===== src/rtl/unary_add_pkg.sv =====
// unary_add_pkg: shared phase enum and width helpers for the unary adder
package unary_add_pkg;
  typedef enum logic {ACC = 1'b0, EMIT = 1'b1} state_t;
  function automatic int clog2(input int v);
    int r;
    r = 0;
    while ((1 << r) < v) r++;
    return r;
  endfunction
  function automatic int pc_w(input int n);
    return clog2(n + 1);
  endfunction
endpackage


===== src/rtl/unary_popcount.sv =====
// unary_popcount: combinational count of set bits across the unary input channels
module unary_popcount
  import unary_add_pkg::*;
#(
  parameter int NUM_IN = 4,
  localparam int PC_W = pc_w(NUM_IN)
) (
  input  logic [NUM_IN-1:0] din,
  output logic [PC_W-1:0]   pc
);
  always_comb begin
    pc = '0;
    for (int i = 0; i < NUM_IN; i++) pc = pc + PC_W'(din[i]);
  end
endmodule


===== src/rtl/unary_add_n.sv =====
// unary_add_n: sums NUM_IN unary streams into a count, then replays it as a pulse train.
// Define UNARY_ADD_N_SAT_EN to saturate the count at its maximum instead of wrapping.
module unary_add_n
  import unary_add_pkg::*;
#(
  parameter int NUM_IN = 4,
  parameter int CNT_W = 11
) (
  input  logic              clk,
  input  logic              rst,
  input  logic              en,
  input  logic              read_or_write,
  input  logic [NUM_IN-1:0] din,
  output logic              dout,
  output logic              C,
  output logic              done,
  output logic [CNT_W-1:0]  level
);
  localparam int PC_W = pc_w(NUM_IN);
  localparam logic [CNT_W-1:0] CNT_MAX = '1;
  state_t state;
  logic [PC_W-1:0] pc;
  logic [CNT_W:0] sum;
  logic [CNT_W-1:0] acc_next;
  logic ovf;
  logic unused_state;
  unary_popcount #(.NUM_IN(NUM_IN)) u_pc (.din(din), .pc(pc));
  assign sum = {1'b0, level} + (CNT_W+1)'(pc);
  assign ovf = sum[CNT_W];
  // Phase is tracked for observability only; the datapath follows read_or_write directly.
  assign unused_state = state;
`ifdef UNARY_ADD_N_SAT_EN
  assign acc_next = ovf ? CNT_MAX : sum[CNT_W-1:0];
`else
  assign acc_next = sum[CNT_W-1:0];
`endif
  always_ff @(posedge clk) begin
    if (rst) begin
      level <= '0;
      dout  <= 1'b0;
      C     <= 1'b0;
      done  <= 1'b0;
      state <= ACC;
    end else if (!en) begin
      dout <= 1'b0;
      C    <= 1'b0;
      done <= 1'b0;
    end else begin
      state <= read_or_write ? EMIT : ACC;
      C     <= !read_or_write && ovf;
      dout  <= read_or_write && level != '0;
      done  <= read_or_write && level == CNT_W'(1);
      if (!read_or_write) level <= acc_next;
      else if (level != '0) level <= level - CNT_W'(1);
    end
  end
endmodule


===== config.mk =====
export PLATFORM = sky130hd
export DESIGN_NAME = unary_add_n
export DESIGN_NICKNAME = d
export VERILOG_FILES = /design/src/rtl/unary_add_pkg.sv /design/src/rtl/unary_popcount.sv /design/src/rtl/unary_add_n.sv
export SDC_FILE = /design/constraint.sdc
export NUM_CORES = 1
export LEC_CHECK = 0
export ABC_AREA = 1
export CAP_MARGIN = 0
export CORE_ASPECT_RATIO = 1.1
export CORE_UTILIZATION = 46
export CTS_CLUSTER_SIZE = 25
export DETAILED_ROUTE_END_ITERATION = 16
export MAX_ROUTING_LAYER = met4
export PLACE_DENSITY = 0.78
export SYNTH_ARGS = -nofsm -noshare
export SYNTH_HDL_FRONTEND = slang
export SYNTH_HIERARCHICAL = 1
export SYNTH_SLANG_ARGS = --single-unit

===== constraint.sdc =====
create_clock -name clk -period 3.35 [get_ports clk]
set_input_delay 1.005 -clock clk [delete_from_list [all_inputs] [get_ports clk]]
set_output_delay 1.005 -clock clk [all_outputs]
set_load 0.02 [all_outputs]

==> impl_metrics.tcl <==
set metrics [dict create \
    most_frequent_cp_cell "sky130_fd_sc_hd__nand2_1" \
    worstHoldPathCells 2 \
    route.layer.met1.wl_um 1200 \
    syn-instance-count 173 \
    status "complete, no violations" \
    gp_congestion 0.947 \
    timing.hold.worst.start "level[10]$_SDFFE_PP0P_" \
    slew_viol_final 0 \
    vias 1167 \
    final_net_count 217 \
    synthToLayoutAreaGrowth_pct 31.5 \
    final-hold-violation-count 0 \
    tritoncts_buffer_count 3 \
    synth_simple_gate_area_frac 0.408 \
    synth_top_family_by_area "simple AND/OR/NAND/NOR gates" \
    synth-adder-area-share 0.116 \
    pwr_density_cell_nw_per_um2 430 \
    layout_common_cells "50 x sky130_fd_sc_hd__nand2_1, 21 x sky130_fd_sc_hd__nor2_1, 20 x sky130_fd_sc_hd__inv_1" \
    synth_largest_type_area_fraction 0.255 \
    design_power_total_mw 0.622 \
    dp_hpwl_um 2040 \
    number_of_warning_messages_in_the_yosys_log 6 \
    post_synthesis_xor_xnor_area_fraction 0.00796 \
    fin_ws_ps 218 \
    clk_path_buf_depth 2 \
    clkSlewWorstSetupHoldPaths_ps 100 \
    critical_path_start_end_classification "input pin to register" \
    max_freq_mhz 319 \
    post_cts_hold_buffer_count 0 \
    cp_cell_sequence "dlygate4sd2_1 > inv_2 > fa_1 > inv_2 > ha_4 > ha_4 > inv_2 > fa_2 > inv_1 > nand2_1 > nand2_1 > nand2_1 > nand2_2 > nand3_2 > nor2_2 > nand2_1 > nand2_1 > nor2_1" \
    vias_per_cell 5.10 \
    worstPathArrival_ps 3330 \
    hold-path-endpoint "level[10]$_SDFFE_PP0P_" \
    postLayoutCoreUtil 0.642 \
    whs_ps 570 \
    wire_length_per_cell_um 12.1 \
    wire_length_of_the_first_global_routing_pass_um 4570 \
    top_signal_layer_used "met4" \
    skew_ps 11.4 \
    synth.area.mux_share 0.00910 \
    critPathMaxFanout 3 \
    slew-limit-headroom 0.742 \
    static-leakage-power_nw 0.676 \
    wl_met3_um 101 \
    netlist_top_cells_area "sky130_fd_sc_hd__dfxtp_1 25%, sky130_fd_sc_hd__nand2_1 17%, sky130_fd_sc_hd__inv_1 8.2%" \
    worst_r2r_endpoint "level[10]$_SDFFE_PP0P_" \
    htree_num_levels 1 \
    fp.dieArea_um2 2590 \
    globalRoute.totalOverflow 0 \
    floorplan.io_pins 22 \
    register_to_register_path_depth 13 \
    post_synth.cell_area_avg_um2 6.36 \
    floorplan.initialDensity 0.488 \
    number_of_global_route_vias_before_repair 1079 \
    worst_pin_slew_ps 387 \
    wl_met2_um 1390 \
    grt_max_degree 13 \
    final.fill_count 209 \
    postSynthRegisterBits 14 \
    dp_slack_ps -514 \
    clkSinkCount 14 \
    synth_seq_area_share 0.255 \
    rsz0062_at_grt "false" \
    yosysTopAreaCell "sky130_fd_sc_hd__dfxtp_1" \
    clkLatencyLatePin_ps 290 \
    drt-initial-drc-count 29 \
    period_needed_ps 3130 \
    final_period_util 0.935 \
    antenna_cells_inserted 0 \
    setup_total_negative_slack_ps 0 \
    grt_antenna_before_repair 0 \
    firstDrtPassIters 4 \
    maxCapViolations 0 \
    tritoncts "built" \
    hold_class "register to register" \
    io_buffer_count 21 \
    setup_viol_count_final 0 \
    post_cts_buffers 0 \
    layout-drive-gt1-share 0.151 \
    antenna_violating_nets_post_route 0 \
    layout.cells.most_common "sky130_fd_sc_hd__nand2_1" \
    multiInputGateArea_um2 747 \
    floorplan.die.height_um 53.3 \
    cpPeakStageDelay_ps 550 \
    x_dimension_of_the_die_um 48.6 \
    startpoint_type "input pin" \
    slowest_stage "sky130_fd_sc_hd__fa_1" \
    track_usage 0.240 \
    postRouteWirelength_um 2760 \
    critical_path.reg2reg.startpoint "level[0]$_SDFFE_PP0P_" \
    design.core.area_um2 2250 \
    synth_cell_types 24 \
    synth-compound-area-share 0.0944 \
    r2r_setup_slk_ps 1560 \
    required_ps 3550 \
    vdd_ir_drop_max_v 0.000304 \
    critPathCaptureType "register" \
    seqCellArea_um2 280 \
    ctsRootBufferMaster "sky130_fd_sc_hd__clkbuf_4" \
    drc 0 \
    syn_area_um2 1100 \
    synth_fp_nets 190 \
    placementRows 18 \
]
## area by class of cell
cell class	instances	share of cell area
multi-input combinational	130	0.516
tap	30	0.0260
inverter	25	0.0649
sequential	14	0.194
timing repair buffer	26	0.174
clock buffer	4	0.0251
## stage by stage
stage / instance area, um2 / std cells
after CTS: 1440 / 229
final: 1450 / 229
after detailed placement: 1360 / 225
after global placement: 1360 / 225
after global routing: 1450 / 229
after floorplan: 1100 / 173
## worst max path at each step
stage                      start                      to  slack [ps]  cells after the start
after floorplan           din[0]  level[10]$_SDFFE_PP0P_         100                     17
after global placement    din[0]  level[10]$_SDFFE_PP0P_        -430                     18
after detailed placement  din[0]  level[10]$_SDFFE_PP0P_        -510                     18
after CTS                 din[1]  level[10]$_SDFFE_PP0P_           2                     18
after global routing      din[3]  level[10]$_SDFFE_PP0P_          70                     18
final                     din[3]  level[10]$_SDFFE_PP0P_         220                     18
## power by group
group / leakage [nW] / internal (mW) / switching, mW
Combinational: 0.540 / 0.121 / 0.164
Clock: 0.0210 / 0.0662 / 0.0590
Sequential: 0.115 / 0.183 / 0.0275
## synth_stat cells
cell	instances
sky130_fd_sc_hd__nand4_1	4
sky130_fd_sc_hd__o21ai_0	12
sky130_fd_sc_hd__o21ai_1	1
sky130_fd_sc_hd__inv_1	24
sky130_fd_sc_hd__buf_6	1
sky130_fd_sc_hd__nor2_2	1
sky130_fd_sc_hd__xor2_1	1
sky130_fd_sc_hd__fa_1	2
sky130_fd_sc_hd__nor3_1	2
sky130_fd_sc_hd__nor2_4	2
sky130_fd_sc_hd__buf_2	3
sky130_fd_sc_hd__nand3_1	11
sky130_fd_sc_hd__ha_1	7
sky130_fd_sc_hd__dfxtp_1	14
sky130_fd_sc_hd__a21oi_1	6
sky130_fd_sc_hd__nand2_2	4
sky130_fd_sc_hd__nor4_1	1
sky130_fd_sc_hd__nand2_1	51
sky130_fd_sc_hd__inv_2	1
sky130_fd_sc_hd__nor2_1	21
sky130_fd_sc_hd__mux2i_1	1
sky130_fd_sc_hd__nand2_4	1
sky130_fd_sc_hd__nand3_4	1
sky130_fd_sc_hd__a21oi_2	1
## logic make-up (layout without fill, tap and decap cells)
family,count (synthesis),after routing
and+or+nand+nor,99,99
buffers and inverters,29,55
AOI/OAI and AO/OA,20,20
DFF,14,14
adders and majority gates,9,9
xor gates and xnor gates,1,1
muxes,1,1
## worst max-delay path: cells and delay by family
family        cells  cell delay, ps
buf+inv           5             410
fa+ha+maj         4            1320
simple gates      9             620
## state kept, by name, indices dropped and copies added (netlist names)
name	flops
dout	1
C	1
done	1
level	11
## routing by layer
metal | vias to the layer above | track usage
met2 | 30 | 0.426
met4 | 0 | 0.152
met3 | 7 | 0.0345
li1 | 598 | -
met1 | 532 | 0.256
met5 | - | -
## timing repair
| item | CTS | global route |
|---|---|---|
| resized for setup | 11 | 4 |
| pin swaps | 5 | 7 |
| endpoints found under the hold margin | 0 | 0 |
| setup endpoints to repair | 8 | 7 |
Note: power is estimated with default switching activity, not from simulation.
